===== src/rtl/bram_rmw_pkg.sv =====
// Shared types for the BRAM read-modify-write port: FSM state encoding,
// default geometry and the write-mask classifier.
package bram_rmw_pkg;

  localparam int DEF_ADDR_W = 10;
  localparam int DEF_DATA_W = 16;

  typedef enum logic [1:0] {
    ST_CLEAR = 2'd0,
    ST_IDLE  = 2'd1,
    ST_MERGE = 2'd2
  } state_t;

  typedef enum logic [1:0] {
    MASK_NONE = 2'd0,
    MASK_FULL = 2'd1,
    MASK_PART = 2'd2
  } mask_class_t;

  // Callers pass the AND- and OR-reduction of the mask so this stays width-agnostic.
  function automatic mask_class_t classify_mask(input logic all_ones, input logic any_ones);
    mask_class_t cls;
    if (all_ones)
      cls = MASK_FULL;
    else if (!any_ones)
      cls = MASK_NONE;
    else
      cls = MASK_PART;
    return cls;
  endfunction

endpackage


===== src/rtl/bram_rmw_port.sv =====
// One-port request front-end for a dual-port BRAM whose write mask is ignored:
// partial writes become read-then-merge, with an optional post-reset clear sweep.
//
// state    | meaning
// ST_CLEAR | writing CLEAR_VALUE to address cnt, requests blocked
// ST_IDLE  | accepting reads, full writes, empty writes, starting partial writes
// ST_MERGE | old word on MEM_Q, writing merged word to latched address
module bram_rmw_port
  import bram_rmw_pkg::*;
#(
  parameter int                ADDR_W         = DEF_ADDR_W,
  parameter int                DATA_W         = DEF_DATA_W,
  parameter bit                CLEAR_ON_RESET = 1'b0,
  parameter logic [DATA_W-1:0] CLEAR_VALUE    = '0
) (
  input  logic              CLK,
  input  logic              RSTN,
  input  logic              REQ_VALID,
  output logic              REQ_READY,
  input  logic              REQ_WE,
  input  logic [ADDR_W-1:0] REQ_ADDR,
  input  logic [DATA_W-1:0] REQ_WDATA,
  input  logic [DATA_W-1:0] REQ_WMASK,
  output logic              RSP_VALID,
  output logic [DATA_W-1:0] RSP_RDATA,
  output logic              CLEAR_DONE,
  output logic [ADDR_W-1:0] MEM_A,
  output logic [DATA_W-1:0] MEM_D,
  output logic              MEM_WE,
  output logic              MEM_CE,
  input  logic [DATA_W-1:0] MEM_Q
);

  localparam logic [ADDR_W:0] CNT_LAST = (ADDR_W+1)'((1 << ADDR_W) - 1);

  state_t            state;
  logic [ADDR_W:0]   cnt;
  logic [ADDR_W-1:0] lat_addr;
  logic [DATA_W-1:0] lat_wdata;
  logic [DATA_W-1:0] lat_mask;
  logic              ready_q;
  logic              rsp_valid_q;
  logic              clear_done_q;

  logic              accept;
  mask_class_t       req_class;

  logic              mem_ce_c;
  logic              mem_we_c;
  logic [ADDR_W-1:0] mem_a_c;
  logic [DATA_W-1:0] mem_d_c;

  assign accept    = REQ_VALID && ready_q;
  assign req_class = classify_mask(&REQ_WMASK, |REQ_WMASK);

  // Gated by RSTN so the port is quiet while reset is held, even in ST_CLEAR.
  always_comb begin
    mem_ce_c = 1'b0;
    mem_we_c = 1'b0;
    mem_a_c  = '0;
    mem_d_c  = '0;
    if (RSTN) begin
      case (state)
        ST_CLEAR: begin
          mem_ce_c = 1'b1;
          mem_we_c = 1'b1;
          mem_a_c  = cnt[ADDR_W-1:0];
          mem_d_c  = CLEAR_VALUE;
        end
        ST_IDLE: begin
          if (accept) begin
            mem_a_c = REQ_ADDR;
            if (!REQ_WE) begin
              mem_ce_c = 1'b1;
            end else begin
              case (req_class)
                MASK_FULL: begin
                  mem_ce_c = 1'b1;
                  mem_we_c = 1'b1;
                  mem_d_c  = REQ_WDATA;
                end
                MASK_PART: mem_ce_c = 1'b1;
                default:   mem_ce_c = 1'b0;
              endcase
            end
          end
        end
        ST_MERGE: begin
          mem_ce_c = 1'b1;
          mem_we_c = 1'b1;
          mem_a_c  = lat_addr;
          mem_d_c  = (MEM_Q & ~lat_mask) | (lat_wdata & lat_mask);
        end
        default: mem_ce_c = 1'b0;
      endcase
    end
  end

  always_ff @(posedge CLK or negedge RSTN) begin
    if (!RSTN) begin
      state        <= CLEAR_ON_RESET ? ST_CLEAR : ST_IDLE;
      cnt          <= '0;
      lat_addr     <= '0;
      lat_wdata    <= '0;
      lat_mask     <= '0;
      ready_q      <= 1'b0;
      rsp_valid_q  <= 1'b0;
      clear_done_q <= ~CLEAR_ON_RESET;
    end else begin
      rsp_valid_q <= 1'b0;
      case (state)
        ST_CLEAR: begin
          cnt <= cnt + 1'b1;
          if (cnt == CNT_LAST) begin
            state        <= ST_IDLE;
            clear_done_q <= 1'b1;
            ready_q      <= 1'b1;
          end
        end
        ST_IDLE: begin
          ready_q <= 1'b1;
          if (accept) begin
            if (!REQ_WE) begin
              rsp_valid_q <= 1'b1;
            end else if (req_class == MASK_PART) begin
              lat_addr  <= REQ_ADDR;
              lat_wdata <= REQ_WDATA;
              lat_mask  <= REQ_WMASK;
              state     <= ST_MERGE;
              ready_q   <= 1'b0;
            end
          end
        end
        ST_MERGE: begin
          state   <= ST_IDLE;
          ready_q <= 1'b1;
        end
        default: begin
          state   <= ST_IDLE;
          ready_q <= 1'b0;
        end
      endcase
    end
  end

  assign REQ_READY  = ready_q;
  assign RSP_VALID  = rsp_valid_q;
  assign RSP_RDATA  = MEM_Q;
  assign CLEAR_DONE = clear_done_q;
  assign MEM_CE     = mem_ce_c;
  assign MEM_WE     = mem_we_c;
  assign MEM_A      = mem_a_c;
  assign MEM_D      = mem_d_c;

endmodule

===== config.mk =====
export PLATFORM = sky130hd
export DESIGN_NAME = bram_rmw_port
export DESIGN_NICKNAME = d
export VERILOG_FILES = /design/src/rtl/bram_rmw_pkg.sv /design/src/rtl/bram_rmw_port.sv
export SDC_FILE = /design/constraint.sdc
export NUM_CORES = 1
export LEC_CHECK = 0
export ABC_AREA = 0
export BUFFER_PORTS_ARGS = -buffer_cell sky130_fd_sc_hd__buf_4
export CAP_MARGIN = 20
export CORE_MARGIN = 10
export CORE_UTILIZATION = 50
export CTS_BUF_LIST = sky130_fd_sc_hd__clkbuf_8
export CTS_CLUSTER_DIAMETER = 200
export CTS_CLUSTER_SIZE = 16
export DETAILED_ROUTE_END_ITERATION = 12
export PLACE_DENSITY = 0.81
export SYNTH_ARGS = -nofsm -noshare
export SYNTH_HDL_FRONTEND = slang
export SYNTH_SLANG_ARGS = --single-unit

===== constraint.sdc =====
create_clock -name CLK -period 2.7 [get_ports CLK]
set_clock_uncertainty 0.15 [all_clocks]
set_input_delay 0.27 -clock CLK [delete_from_list [all_inputs] [get_ports CLK]]
set_output_delay 0.27 -clock CLK [all_outputs]
set_load 0.01 [all_outputs]

==> out/qor.yml, run 1 <==
worst_setup_path:
  cp-start-kind: "flop"
  cp.required_ns: 2.28
  crit_arrival_ns: 2.16
  critical_path_class: "flop to output pin"
  slowest_stage: "dfstp_2"
  crit_path_max_fanout: 16
  cpPeakStageDelay_ns: 0.56
  path_buf_inv: 3
  cpMostUsedCell: "buf_4"
  path_cells: "inv_1 -> ha_1 -> buf_4 -> a32oi_1 -> nor2_1 -> buf_4"
  end_kind: "output pin"
  cpLargestDelayFamily: "flip-flops"
synth:
  yosysSeqAreaShare_pct: 43.1
  avgSynthCellArea_um2: 12.4
  syn_inst: 268
  syn_nets: 335
  post_synth_num_cell_types: 39
  ys_ff_latch: 57
  synth_warnings: 0
  synth_area_um2: 3310
cells_and_area:
  area_delta_synth_final_pct: 26.1
  multiInputGateArea_um2: 1610
  layout-drive-gt1-share_pct: 51.2
  fill_cells: 537
  diodes: 0
  final_nets: 426
  regArea_um2: 1430
placement:
  io_buffers: 107
  pre_cts_slack_ns: 0.450
  dp_hpwl_um: 6650
  gp_congestion: 0.778
clock_tree:
  htreeDepth: 3
  clk_pin_slew_ns: 0.06
  cts.sinks: 57
  clkLatencyLatePin_ns: 0.33
  clockBufferDepth: 2
  cts_tree: "built"
  clockRootBuffer: "clkbuf_8"
  numCtsBuffers: 9
run:
  cap_violations: 0
timing:
  setup_viol: 0
  finalCritPeriodShare_pct: 95.6
  period_needed_ns: 2.58
  final_max_slew_viol_count: 0
  worst_pin_slew_ns: 0.712
  tns_ns: 0
  fin_ws_ns: 0.119
  maxSlewHeadroom_pct: 52.5
  hold_viol: 0
  rsz0062_at_grt: "no"
  max_clock_freq_ghz: 0.387
grt:
  grt_pass1_wl_um: 13900
  grt_antenna_before_repair: 0
  grt-ovfl-total: 0
  grt_max_degree: 49
  grt_pass1_vias: 2693
  grtUsageTotal_pct: 16.9
routing:
  wl_per_cell_um: 20.2
  viasPerCell: 5.83
  drtAntennaViolNets: 0
  firstDrtPassIters: 5
  vias: 2553
  routed_wl_um: 8840
  drtIter0Drc: 112
  drc: 0
power:
  power_density_nw_per_um2: 894
  p_seq_share_pct: 41.0
  power_frac_comb_pct: 42.1
  p_int_uw: 2540
  p_sw_uw: 1200
  switching_share_pct: 32.1
  vdd_drop_max_mv: 0.471
  leakage_uw: 0.00197
  clockPowerShare_pct: 17.0
run_status:
  status: "finished clean"
die:
  ios: 109
  die_h_um: 101
  die_w_um: 101
  start_util_pct: 51.9
  std_cell_rows: 29
  core_area_um2: 6390
  die-area_um2: 10300
min_path:
  min_path_type: "input port to flop"
synth_stat cells:
| cell | n | area, µm² |
|---|---|---|
| dfrtp_1 | 56 | 1400 |
| mux2_4 | 40 | 601 |
| nor2_1 | 28 | 105 |
| buf_4 | 17 | 128 |
| mux2_2 | 17 | 191 |
| a32oi_1 | 16 | 140 |
| a222oi_1 | 10 | 100 |
| clkbuf_1 | 9 | 33.8 |
| nand4_1 | 9 | 56.3 |
| xnor2_1 | 6 | 52.6 |
| ha_1 | 5 | 62.6 |
| nand2_1 | 5 | 18.8 |
| buf_12 | 4 | 80.1 |
| buf_2 | 4 | 20.0 |
| inv_1 | 4 | 15.0 |
| nor4_1 | 4 | 25.0 |
| xor2_1 | 4 | 35.0 |
| a21oi_1 | 3 | 15.0 |
| and3_1 | 3 | 18.8 |
| mux2_1 | 2 | 22.5 |
| mux2i_1 | 2 | 20.0 |
| nand3_1 | 2 | 10.0 |
| nor3_1 | 2 | 10.0 |
| a21o_1 | 1 | 7.51 |
| a221o_1 | 1 | 10.0 |
| and2_0 | 1 | 6.26 |
| and2_1 | 1 | 6.26 |
| and4_1 | 1 | 8.76 |
| and4b_1 | 1 | 10.0 |
| buf_6 | 1 | 11.3 |
| conb_1 | 1 | 3.75 |
| dfstp_2 | 1 | 26.3 |
| nand2b_1 | 1 | 6.26 |
| nor2b_1 | 1 | 6.26 |
| nor3b_1 | 1 | 7.51 |
| nor4_2 | 1 | 12.5 |
| o31ai_1 | 1 | 7.51 |
| o41a_1 | 1 | 11.3 |
| or4b_1 | 1 | 10.0 |
placed cells by master, fill, tap and decap left out, drive strengths merged, types with 2 or more instances in the layout:
cell    count
a21oi       3
a222oi     10
a32oi      16
and2        2
and3        3
buf       114
clkbuf     10
dfrtp      56
ha          5
inv         6
mux2       59
mux2i       2
nand2       5
nand3       2
nand4       9
nor2       28
nor3        2
nor4        5
xnor2       6
xor2        4
path summary, 6_finish.rpt:
check | startpoint | endpoint | slack, ns | depth (start not counted)
hold / removal | REQ_ADDR[8] | lat_addr[8] | 0.03 | 2
min in group asynchronous | RSTN | REQ_READY | 0.25 | 2
setup / recovery | state[0] | MEM_D[5] | 0.12 | 6
hold reg to reg | cnt[10] | cnt[10] | 0.32 | 1
setup reg to reg | state[1] | REQ_READY | 0.47 | 5
max in group asynchronous | RSTN | cnt[4] | 1.34 | 3
per-stage QoR:
stage | total power (µW) | util (%) | instance area [µm²] | cells | hold slack (ns)
after floorplan | 2670 | - | 3310 | 268 | -0.176
after global placement | 3030 | 62.9 | 4020 | 424 | -0.0402
after detailed placement | 3100 | 62.9 | 4020 | 424 | -0.0344
after CTS | 3760 | 65.4 | 4180 | 438 | 0.0192
after global routing | 3960 | 65.4 | 4180 | 438 | 0.0322
final | 3740 | 65.4 | 4180 | 438 | 0.0282
logic make-up after synthesis:
| family | share of synthesized area (%) |
|---|---|
| buffers and inverters | 8.69 |
| adders and majority gates | 1.89 |
| DFF | 43.1 |
| muxes | 25.2 |
| other | 0.113 |
| AOI/OAI and AO/OA | 8.80 |
| and+or+nand+nor | 9.59 |
| xor gates and xnor gates | 2.64 |
per-layer routing:
layer | share of wire [%] | track usage (%) | routed length (µm) | up-vias
li1 | - | - | - | 1158
met1 | 42 | 21.0 | 3680 | 1273
met2 | 48 | 26.9 | 4270 | 109
met3 | 8.6 | 4.83 | 763 | 13
met4 | 1.5 | 6.97 | 133 | 0
met5 | 0 | 0 | 0 | -
cell type report:
cell class	count	area share, %
multi-input cells	172	38.5
clock inverters	3	0.299
well taps	77	2.31
clock buffers	10	3.29
flip-flops and latches	57	34.2
repair buffers	115	21.1
inverters	4	0.359
repair_timing:
action | CTS | global route
gates resized for setup | 0 | 1
endpoints found under the setup margin | 0 | 9
endpoints found under the hold margin | 9 | 0
hold buffers | 1 | 0
buffers inserted | 0 | 0
power groups by stage:
stage	combinational, µW	sequential, µW	clock (µW)
after floorplan	1240	1440	0
after global placement	1510	1520	0
after detailed placement	1570	1530	0
after CTS	1580	1530	651
after global routing	1700	1580	686
final	1570	1530	633
state kept, by name, summed over array words and instances, names as in the netlist:
name,flops
lat_mask,16
lat_wdata,16
cnt,11
lat_addr,10
state,2
REQ_READY,1
RSP_VALID,1
Note: power is estimated with default switching activity, not from simulation.
==> run 2, diff against run 1 <==
Settings changed: BUFFER_PORTS_ARGS -buffer_cell sky130_fd_sc_hd__buf_4 to unset, DONT_BUFFER_PORTS set to 1, PLACE_DENSITY 0.81 to 0.67, REMOVE_ABC_BUFFERS set to 1.
==> out/qor.yml, run 2 (same netlist as run 1, synthesis figures left out) <==
run_status:
  status: "finished clean"
cells_and_area:
  final_nets: 364  # -15%
  top_regs: "lat_mask (16), lat_wdata (16), cnt (11)"
  diodes: 0  # unchanged
  area_delta_synth_final_pct: 17.6
  fill_cells: 520  # -3.2%
  final_util_pct: 61.0  # -4.4 points
  mostFrequentLayoutCells: "56 x dfrtp_1, 44 x dlygate4sd3_1, 40 x mux2_4"
  design_area_um2: 3900  # -6.8%
  final_common_cell: "dfrtp_1"
  layout-drive-gt1-share_pct: 27.8  # -23 points
worst_setup_path:
  crit_arrival_ns: 2.13  # -0.03 ns
  cp.required_ns: 2.28  # about the same
  crit_path_max_fanout: 8  # -8
  r2r_start: "state[0]"
  cp-start-kind: "flop"
  critical_path_class: "flop to output pin"
  end_kind: "output pin"
  rr_worst_depth: 5  # unchanged
  startpoint: "state[0]"
routing:
  firstDrtPassIters: 4  # -1
  drtIter0Drc: 153  # +37%
  drtAntennaViolNets: 0  # unchanged
  drc: 0  # unchanged
  routed_wl_um: 8770  # -0.80%
  vias: 2300  # -9.9%
  viasPerCell: 6.07  # +4.1%
  wl_per_cell_um: 23.1  # +15%
timing:
  worst_pin_slew_ns: 0.736  # +0.0240 ns
  fin_ws_ns: 0.152  # +0.0329 ns
  max_clock_freq_ghz: 0.392  # +1.3%
  rsz0062_at_grt: "no"
  setup_viol: 0  # unchanged
  maxSlewHeadroom_pct: 50.9  # -1.6 points
  finalCritPeriodShare_pct: 94.4  # -1.2 points
  final_max_slew_viol_count: 0  # unchanged
  period_needed_ns: 2.55  # -0.0329 ns
  hold_viol: 0  # unchanged
  tns_ns: 0  # unchanged
placement:
  io_buffers: 0  # -100%
  gp_congestion: 0.747  # -4.0%
  dp_hpwl_um: 5780  # -13%
  pre_cts_slack_ns: 0.365  # -0.0859 ns
  dpl_cell_area_um2: 3220  # -20%
clock_tree:
  clockRootBuffer: "clkbuf_8"
  htreeDepth: 3  # unchanged
  clockBufferDepth: 2  # unchanged
  cts_tree: "built"
  clkLatencyLatePin_ns: 0.33  # about the same
  numCtsBuffers: 9  # unchanged
  cts.sinks: 57  # unchanged
  postCtsSetupBuffers: 0  # unchanged
  clk_pin_slew_ns: 0.06  # about the same
grt:
  grt_pass1_wl_um: 13700  # -1.4%
  met1_usage_pct: 20.8  # -0.15 points
  grt_pass1_vias: 2571  # -4.5%
  grt_busiest_layer: "met2"
  met2_usage_pct: 27.1  # +0.20 points
  grt-ovfl-total: 0  # unchanged
  grtUsageTotal_pct: 17.0  # +0.16 points
  grt_max_degree: 58  # +18%
  met3_usage_pct: 5.45  # +0.61 points
  grt_antenna_before_repair: 0  # unchanged
power:
  leakage_uw: 0.00167  # -16%
  p_int_uw: 2610  # +2.9%
  vdd_drop_max_mv: 0.511  # +8.5%
  switching_share_pct: 30.9  # -1.2 points
  clockPowerShare_pct: 21.5  # +4.5 points
  p_sw_uw: 1170  # -2.6%
  power_density_nw_per_um2: 970  # +8.5%
  p_seq_share_pct: 40.8  # -0.2 points
  total_power_uw: 3780  # +1.1%
  power_frac_comb_pct: 37.7  # -4.4 points
die:
  die_h_um: 101  # unchanged
  die_w_um: 101  # unchanged
  std_cell_rows: 29  # unchanged
  die-area_um2: 10300  # unchanged
  ios: 109  # unchanged
  start_util_pct: 51.9  # unchanged
  core_area_um2: 6390  # unchanged
min_path:
  holdCritStartpoint: "REQ_VALID"
  min_delay_path_depth: 3  # +1
  min_path_type: "input port to flop"
run:
  cap_violations: 0  # unchanged
[run 2: power by group through the flow]
stage	Combinational, µW	Sequential, µW	Clock (µW)
after floorplan	1140	1450	0
final	1420	1540	813
after detailed placement	1350	1530	0
after global routing	1540	1590	867
after CTS	1430	1530	836
after global placement	1300	1520	0
[run 2: area by class of cell]
| cell class | count | area (µm²) | area share, % |
|---|---|---|---|
| repair buffers | 53 | 541 | 13.9 |
| well taps | 77 | 96.3 | 2.47 |
| clock buffers | 12 | 165 | 4.24 |
| clock inverters | 4 | 42.5 | 1.09 |
| inverters | 4 | 15.0 | 0.385 |
| multi-input cells | 172 | 1610 | 41.3 |
| flip-flops and latches | 57 | 1430 | 36.6 |
[run 2: per-stage QoR]
step	cells	hold slack [ns]
2_1_floorplan	233	-0.176
3_3_place_gp	318	-0.173
3_5_place_dp	318	-0.173
4_1_cts	379	0.113
5_1_grt	379	0.147
6_report	379	0.132
[run 2: metal layers]
layer	vias up	part of all wire, %
met3	15	8.9
li1	1039	-
met5	-	0
met4	0	1.8
met2	95	48
met1	1151	41
[run 2: timing repair]
action,CTS,global route
resized for setup,0,1
endpoints found under the hold margin,100,0
setup endpoints to repair,0,1
hold buffers,45,0
[run 2: final timing paths]
path	slack (ns)	endpoint
setup / recovery	0.15	MEM_WE
hold / removal	0.13	state[1]
setup reg to reg	0.40	lat_mask[0]
hold reg to reg	0.33	cnt[10]
max in group asynchronous	1.79	state[0]
min in group asynchronous	0.32	lat_mask[13]
[run 2: critical path, cell delays in order, from the launching register on]
cell     delay (ns)
dfstp_2        0.56
ha_1           0.21
and3_2         0.26
and2_0         0.17
buf_4          0.18
nand2_1        0.06
a21oi_1        0.19
buf_4          0.16
